===== config.mk =====
export PLATFORM = sky130hd
export DESIGN_NAME = bus_tx_fifo
export DESIGN_NICKNAME = d
export VERILOG_FILES = /design/src/rtl/bus_tx_fifo_pkg.sv /design/src/rtl/tx_fifo_ram.sv /design/src/rtl/bus_tx_fifo.sv
export SDC_FILE = /design/constraint.sdc
export NUM_CORES = 1
export LEC_CHECK = 0
export ABC_AREA = 0
export CORE_UTILIZATION = 54
export CTS_CLUSTER_SIZE = 24
export DETAILED_ROUTE_END_ITERATION = 10
export PLACE_DENSITY = 0.76
export SLEW_MARGIN = 20
export SYNTH_ARGS = -nofsm -noshare
export SYNTH_HDL_FRONTEND = slang
export SYNTH_SLANG_ARGS = --single-unit

===== constraint.sdc =====
create_clock -name xclk -period 3.3 [get_ports xclk]
set_clock_uncertainty 0.05 [all_clocks]
set_input_delay 0.825 -clock xclk [delete_from_list [all_inputs] [get_ports xclk]]
set_output_delay 0.825 -clock xclk [all_outputs]
set_load 0.02 [all_outputs]

===== src/rtl/bus_tx_fifo_pkg.sv =====
// Shared bus register map for the TX FIFO: address constants, status bit positions and
// control bit positions, plus a helper that applies the per-instance address offset.
package bus_tx_fifo_pkg;

  typedef logic [15:0] word_t;

  localparam logic [7:0] TX_DATA   = 8'h60;
  localparam logic [7:0] TX_STATUS = 8'h61;
  localparam logic [7:0] TX_CTRL   = 8'h62;

  localparam int ST_EMPTY_BIT = 8;
  localparam int ST_FULL_BIT  = 9;
  localparam int ST_OVF_BIT   = 10;
  localparam int ST_UNF_BIT   = 11;

  localparam int CTRL_FLUSH_BIT = 0;
  localparam int CTRL_CLR_BIT   = 1;

  function automatic logic [7:0] reg_addr(input logic [7:0] base, input int offset);
    return base + 8'(offset);
  endfunction

endpackage


===== src/rtl/tx_fifo_ram.sv =====
// Storage for the TX FIFO: synchronous write port and a registered read port whose
// output holds its last value whenever no read is requested.
module tx_fifo_ram #(
  parameter int DEPTH_LOG2 = 4,
  parameter int WIDTH      = 16
) (
  input  logic                  clk,
  input  logic                  rst_n,
  input  logic                  we,
  input  logic [DEPTH_LOG2-1:0] waddr,
  input  logic [WIDTH-1:0]      wdata,
  input  logic                  re,
  input  logic [DEPTH_LOG2-1:0] raddr,
  output logic [WIDTH-1:0]      rdata
);

  logic [WIDTH-1:0] mem [2**DEPTH_LOG2];

  always_ff @(posedge clk) begin
    if (we) mem[waddr] <= wdata;
  end

  always_ff @(posedge clk or negedge rst_n) begin
    if (!rst_n)  rdata <= '0;
    else if (re) rdata <= mem[raddr];
  end

endmodule


===== src/rtl/bus_tx_fifo.sv =====
// DSP-bus to fabric TX FIFO: bus writes push words (one per write strobe), the fabric pops
// with fifo_rd_en, and a registered status word is returned on reads of TX_STATUS.
module bus_tx_fifo
  import bus_tx_fifo_pkg::*;
#(
  parameter int offset_to_add_to_ab = 0,
  parameter int DEPTH_LOG2          = 4
) (
  input  logic        xclk,
  input  logic        reset,
  input  logic        write_qualified,
  input  logic        read_qualified,
  input  logic [7:0]  ab,
  input  logic [15:0] db_in,
  output logic [15:0] db_out_TX,
  output logic        data_from_TX_avail,
  input  logic        fifo_rd_en,
  output logic [15:0] fifo_dout,
  output logic        fifo_dout_valid,
  output logic        fifo_empty
);

  localparam int             CW        = DEPTH_LOG2 + 1;
  localparam logic [CW-1:0]  DEPTH     = CW'(2**DEPTH_LOG2);
  localparam logic [7:0]     ADDR_DATA = reg_addr(TX_DATA, offset_to_add_to_ab);
  localparam logic [7:0]     ADDR_STAT = reg_addr(TX_STATUS, offset_to_add_to_ab);
  localparam logic [7:0]     ADDR_CTRL = reg_addr(TX_CTRL, offset_to_add_to_ab);

  logic                  wq_prev;
  logic [DEPTH_LOG2-1:0] wptr, rptr;
  logic [CW-1:0]         count, count_next;
  logic                  ovf, unf;
  logic                  wr_edge, push_req, ctrl_wr, flush, clr_sticky;
  logic                  full, empty_now, do_push, do_pop, rd_hit;
  word_t                 status;

  // A DSP write holds write_qualified for several cycles; only its first cycle acts.
  assign wr_edge    = write_qualified & ~wq_prev;
  assign push_req   = wr_edge & (ab == ADDR_DATA);
  assign ctrl_wr    = wr_edge & (ab == ADDR_CTRL);
  assign flush      = ctrl_wr & db_in[CTRL_FLUSH_BIT];
  assign clr_sticky = ctrl_wr & db_in[CTRL_CLR_BIT];

  assign full      = (count == DEPTH);
  assign empty_now = (count == '0);
  // Full is judged before the pop, so a same-cycle pop never makes room for the push.
  assign do_push   = push_req & ~full & ~flush;
  assign do_pop    = fifo_rd_en & ~empty_now & ~flush;
  assign rd_hit    = read_qualified & (ab == ADDR_STAT);

  always_comb begin
    count_next = count;
    if (flush) count_next = '0;
    else       count_next = count + CW'(do_push) - CW'(do_pop);
  end

  always_comb begin
    status               = '0;
    status[CW-1:0]       = count;
    status[ST_EMPTY_BIT] = empty_now;
    status[ST_FULL_BIT]  = full;
    status[ST_OVF_BIT]   = ovf;
    status[ST_UNF_BIT]   = unf;
  end

  always_ff @(posedge xclk or negedge reset) begin
    if (!reset) begin
      wq_prev            <= 1'b1;
      wptr               <= '0;
      rptr               <= '0;
      count              <= '0;
      ovf                <= 1'b0;
      unf                <= 1'b0;
      fifo_empty         <= 1'b1;
      fifo_dout_valid    <= 1'b0;
      data_from_TX_avail <= 1'b0;
      db_out_TX          <= '0;
    end else begin
      wq_prev    <= write_qualified;
      count      <= count_next;
      fifo_empty <= (count_next == '0);
      if (flush) begin
        wptr <= '0;
        rptr <= '0;
      end else begin
        if (do_push) wptr <= wptr + DEPTH_LOG2'(1);
        if (do_pop)  rptr <= rptr + DEPTH_LOG2'(1);
      end
      ovf <= (ovf & ~clr_sticky) | (push_req & full & ~flush);
      unf <= (unf & ~clr_sticky) | (fifo_rd_en & empty_now & ~flush);
      fifo_dout_valid    <= do_pop;
      data_from_TX_avail <= rd_hit;
      db_out_TX          <= rd_hit ? status : '0;
    end
  end

  tx_fifo_ram #(
    .DEPTH_LOG2 (DEPTH_LOG2),
    .WIDTH      (16)
  ) u_ram (
    .clk   (xclk),
    .rst_n (reset),
    .we    (do_push),
    .waddr (wptr),
    .wdata (db_in),
    .re    (do_pop),
    .raddr (rptr),
    .rdata (fifo_dout)
  );

endmodule


After elaboration in Yosys (flattened, before gate mapping)
Memories as Yosys holds them, arrays and structs flattened. A register that Yosys moved wholly into a read port is not among the register bits.
Index checks and enable logic that the tools add are counted.

word-level totals
  bits in registers = 31
  bits in writable memories = 256
  output and inout port bits = 35
  memories kept = 1

cells by class
  add/subtract/negate cells = 4
  eq/ne operators = 4
  multiplexer cells = 8
  bitwise gates (word level) = 23
  reduce and logical (&&, ||, !) cells = 5

memories
  name       words  bits a word  read ports  clocked after Yosys merged registers in  wr ports  line               source
  u_ram.mem  16     16           1           1                                        1         tx_fifo_ram.sv:17  logic [WIDTH-1:0] mem [2**DEPTH_LOG2];

operators by type and width
  operator             number
  $eq 8x7->1 const B   3
  $and 1x1->1          16
  $mux 4               4
  $mux 12              1
  $logic_not 5->1      2
  $add 4x1->4 const B  2
  $add 5x1->5          1
  $eq 5x5->1 const B   1
  $mux 5               1
  $not 1->1            5
  $sub 5x1->5          1
  $reduce_bool 2->1    2
  $mux 1               2
  $or 1x1->1           2
  $logic_not 1->1      1

Logic depth before layout (Yosys ltp)
  depth in word-level cells = 10
  gate-level depth with buffers = 15

Cells and area by module
From an unflattened synthesis, not the netlist that was laid out.

second synthesis, totals
  cells, all modules = 581
  area total of the unflattened synthesis = 11847.6 µm²

modules (own cells, without submodules)
  module       times used  cells each  area an instance (µm²)  sequential area each (µm²)
  tx_fifo_ram  1           452         10458.8                 8087.8
  bus_tx_fifo  1           129         1388.8                  703.2

Worst setup path after synthesis
Ideal clock, no wire load.

  path kind = input port to flip-flop
  start = input port ab[3]
  end = register fifo_empty
  data arrival time = 3.524 ns
  data required time = 3.172 ns
  setup slack = -0.352 ns
  stages = 12
  cell sequence = or4b_4 nor4_4 buf_6 nor2_1 ha_1 inv_1 ha_1 fa_1 a21oi_1 o21bai_1 xnor2_1 a31o_2

between the ends
  elaborated cells between the ends (all ways) = 13
  those cells by class = add/sub (2); eq/ne (2); mux (1); bitwise (7); reduce/logical (1)

RTL lines
  what                  line               source
  start, declared       bus_tx_fifo.sv:13  input logic [7:0] ab,
  $eq 8x7->1            bus_tx_fifo.sv:40  assign ctrl_wr = wr_edge & (ab == ADDR_CTRL);
  $and 1x1->1           bus_tx_fifo.sv:40
  $and 1x1->1           bus_tx_fifo.sv:41  assign flush = ctrl_wr & db_in[CTRL_FLUSH_BIT];
  $not 1->1             bus_tx_fifo.sv:48  assign do_pop = fifo_rd_en & ~empty_now & ~flush;
  $and 1x1->1           bus_tx_fifo.sv:48
  net do_pop            bus_tx_fifo.sv:34  logic full, empty_now, do_push, do_pop, rd_hit;
  $sub 5x1->5           bus_tx_fifo.sv:54  else count_next = count + CW'(do_push) - CW'(do_pop);
  $mux 5                bus_tx_fifo.sv:53  if (flush) count_next = '0;
  $logic_not 5->1       bus_tx_fifo.sv:81  fifo_empty <= (count_next == '0);
  end signal, assigned  bus_tx_fifo.sv:81
  end, declared         bus_tx_fifo.sv:20  output logic fifo_empty

The timed path passes the listed nets, and every way through them passes these cells.
A chain may end at the register's enable or synchronous reset.

Final worst setup path
  start = input port write_qualified
  end = register fifo_empty

between the ends
  cells in the longest elaborated chain, start to end = 9
  elaborated cells between the ends (all ways) = 12
  those cells by class = add/sub (2); mux (1); bitwise (8); reduce/logical (1)

ends and longest elaborated chain
  what               line                                  source
  start, declared    bus_tx_fifo.sv:11                     input logic write_qualified,
  $and 1x1->1 *      bus_tx_fifo.sv:38                     assign wr_edge = write_qualified & ~wq_prev;
  $and 1x1->1        bus_tx_fifo.sv:40
  $and 1x1->1        bus_tx_fifo.sv:41
  $not 1->1          bus_tx_fifo.sv:47, bus_tx_fifo.sv:48
  $and 1x1->1        bus_tx_fifo.sv:47                     assign do_push = push_req & ~full & ~flush;
  $add 5x1->5        bus_tx_fifo.sv:54
  $sub 5x1->5        bus_tx_fifo.sv:54
  $mux 5 *           bus_tx_fifo.sv:53
  $logic_not 5->1 *  bus_tx_fifo.sv:81

Mark *: on every way between the ends. The rest lies on a longest branch, timed or not.

==> out/metrics.cfg <==
[clock_network]
ctsHoldBuffers = 0
htree_levels = 1
clkSinkCount = 300
clockBufferDepth = 3
root_buffer = clkbuf_16
cts_made_buffers = 29
path_clk_slew_ps = 60
cts_tree = built
clk_latency_ps = 550

[yosys]
yosysTopAreaCell = edfxtp_1
synthFlopType = edfxtp_1
synth_top_area_share_pct = 64.7
avgSynthCellArea_um2 = 20.5
ys_ff_latch = 300
syn-cell-area_um2 = 11900
yosys-top-cells-area = edfxtp_1 (65%), mux4_2 (12%), dfrtp_1 (8.9%)
synthMuxAreaShare_pct = 15.2
synth_top_family_by_area = multiplexers
synth_xor_area_share_pct = 0.443
seq_area_frac_synth_pct = 74.0
synth-simple-area-share_pct = 4.37
syn_inst = 580
synth_edf_count = 256
yosysUniqueCellTypes = 52
yosysWarnings = 0
synth-compound-area-share_pct = 2.53
async_reset_ff_share_pct = 14.7
synth-adder-area-share_pct = 1.33

[finish]
area_growth_pct = 19.3
final_util_pct = 66.5
diodes = 0
drive_gt1_share_pct = 25.1
nNetsFinal = 720

[worst_setup_path]
path_buf_inv = 3
r2r-end = fifo_empty
cp_max_fo = 2
crit_chain = clkdlybuf4s50_1 -> or3b_4 -> nor3_4 -> and2_4 -> inv_4 -> ha_1 -> inv_1 -> ha_4 -> fa_2 -> a21oi_2 -> o21bai_1 -> xnor2_1 -> a31o_2
slowest_delay_ps = 480
cp.arrival_ps = 3660
crit_family = simple AND/OR/NAND/NOR gates
r2r_slack_ps = 240
reg2reg_from = count[3]
end_kind = register
crit_type = in2reg
cpMaxStageDelayCell = clkdlybuf4s50_1
required_ps = 3740
critPathLaunchType = input port
r2r_cells = 13

[timing]
max_slew_margin_pct = 51.2
hold_viol_final = 0
setup_viol = 0
hold_slack_ps = 286
fin_tns_setup_ps = 0
period_needed_ps = 3220
post-route-period-util_pct = 97.5
max_freq_mhz = 311
drv_slew = 0
worst_pin_slew_ps = 731

[outcome]
run_status = finished, final reports clean

[drt]
wl_per_cell_um = 25.6
drt-initial-drc-count = 383
routed_via_density = 6.05
drt-pass1-iter-count = 4
vias = 5914
postRouteAntennaNets = 0
drcViolationCount = 0
wirelength_mm = 25.0

[place]
routabilityCongestion = 0.785
portBuffers = 56
hpwl_mm = 14.6

[global_routing]
grt_antenna_before_repair = 0
grt_pass1_vias = 6220
track_usage_pct = 23.2
grt-ovfl-total = 0
grt_max_degree = 42
grt_pass1_wl_mm = 37.6

[power_and_ir_drop]
p_switching_mw = 2.88
combPwrFrac_pct = 24.0
clockPowerShare_pct = 31.7
power_frac_seq_pct = 44.3
power_density_nw_per_um2 = 742
ir_drop_uv = 460
p_int_mw = 7.62
swShare_pct = 27.4
p_leak_nw = 4.90

[floorplanning]
die_y_um = 150
fp.dieW_um = 150
dieArea_um2 = 22600
io_pins = 64
fp-row-count = 53
start_util_pct = 55.8
core-area_um2 = 21300

[worst_hold_path]
hp-class = in2async

[job]
maxCapViolations = 0

[power groups by stage]
| stage | combinational, mW | sequential [mW] | clock (mW) |
|---|---|---|---|
| 2_1_floorplan | 1.82 | 4.58 | 0 |
| 3_3_place_gp | 2.42 | 4.72 | 0 |
| 3_5_place_dp | 2.50 | 4.73 | 0 |
| 4_1_cts | 2.52 | 4.66 | 3.37 |
| 5_1_grt | 2.71 | 4.69 | 3.52 |
| 6_report | 2.52 | 4.66 | 3.33 |
[metrics by stage]
step	instance area [um2]	power (mW)	instances	setup WS, ps
global placement	13100	7.14	921	-408
floorplan	11900	6.41	586	-109
finish	14200	10.5	977	82.4
CTS	14100	10.5	975	16.6
global route	14200	10.9	977	-1.03
detailed placement	13100	7.23	921	-543
[synth_stat cells, types with 2 or more instances]
| cell type | count |
|---|---|
| a21oi_1 | 5 |
| and2_1 | 4 |
| and2b_1 | 2 |
| and4_1 | 4 |
| and4b_1 | 8 |
| buf_1 | 5 |
| buf_2 | 12 |
| buf_4 | 9 |
| buf_6 | 2 |
| clkbuf_1 | 8 |
| dfrtp_1 | 42 |
| dfstp_2 | 2 |
| edfxtp_1 | 256 |
| ha_1 | 11 |
| inv_1 | 9 |
| mux2i_1 | 35 |
| mux4_2 | 64 |
| nand2_1 | 9 |
| nand2b_1 | 3 |
| nand3_1 | 5 |
| nand4_1 | 2 |
| nor2_1 | 8 |
| nor3_1 | 2 |
| nor4_1 | 5 |
| nor4b_2 | 4 |
| nor4bb_1 | 3 |
| o21ai_0 | 16 |
| o221ai_1 | 17 |
| xnor2_1 | 3 |
| xor2_1 | 3 |
[placed cells by master (no fill, tap or decap), drive strengths merged, types with 4 or more instances in the layout]
cell type,count
edfxtp,256
mux4,64
clkdlybuf4s50,51
buf,44
dfrtp,42
clkbuf,39
mux2i,35
o221ai,17
o21ai,17
inv,13
ha,11
nand2,9
clkinv,9
and4b,8
nor2,8
conb,7
nor4,6
nand3,5
and2,5
a21oi,5
and4,4
nor4b,4
dlymetal6s2s,4
[layer usage]
layer	track usage, %	share of wire (%)
met1	31.5	41
met2	39.0	50
met4	7.73	2.9
met5	0	0
met3	3.36	6.5
[worst reg2reg max path: cells and delay by family, from the launching register on]
family          cells  cell delay [ps]
buf+inv             2              180
compound gates      3              450
simple gates        3              720
flops               1              390
fa+ha+maj           4              980
xor+xnor            1              250
[worst max-delay path by stage]
stage	slack [ps]	cells past startpoint	start	endpoint
final	80	13	write_qualified	fifo_empty
after global routing	-1	13	write_qualified	fifo_empty
after CTS	20	13	ab[4]	fifo_empty
after detailed placement	-540	13	ab[4]	fifo_empty
after global placement	-410	13	ab[4]	fifo_empty
after floorplan	-110	12	ab[4]	fifo_empty
[cell type report]
type	count	area [um2]
clock inverters	15	168
multi-input cells	239	2930
well taps	275	344
fillers	1335	7120
clock buffers	39	813
repair buffers	99	1080
inverters	10	40.0
flip-flops and latches	300	8800
[repair_timing]
action                     CTS  global route
setup endpoints to repair    0             2
gates resized for setup      0             6
buffers inserted             0             2
[cells by family after synthesis]
group,count (synthesis)
other,1
AO/OA/AOI/OAI,44
multiplexers,100
buffers and inverters,47
flip-flops,300
AND/OR/NAND/NOR,70
XOR/XNOR,6
adder cells (fa/ha/maj),12
[sequential cells by signal, summed over array words and instances, names as in the netlist]
name / count
count: 5
unf: 1
rptr: 4
db_out_TX: 9
wptr: 4
ovf: 1
u_ram.mem: 256
data_from_TX_avail: 1
wq_prev: 1
u_ram.rdata: 16
fifo_dout_valid: 1
fifo_empty: 1
Power figures use the tool's default switching activity.
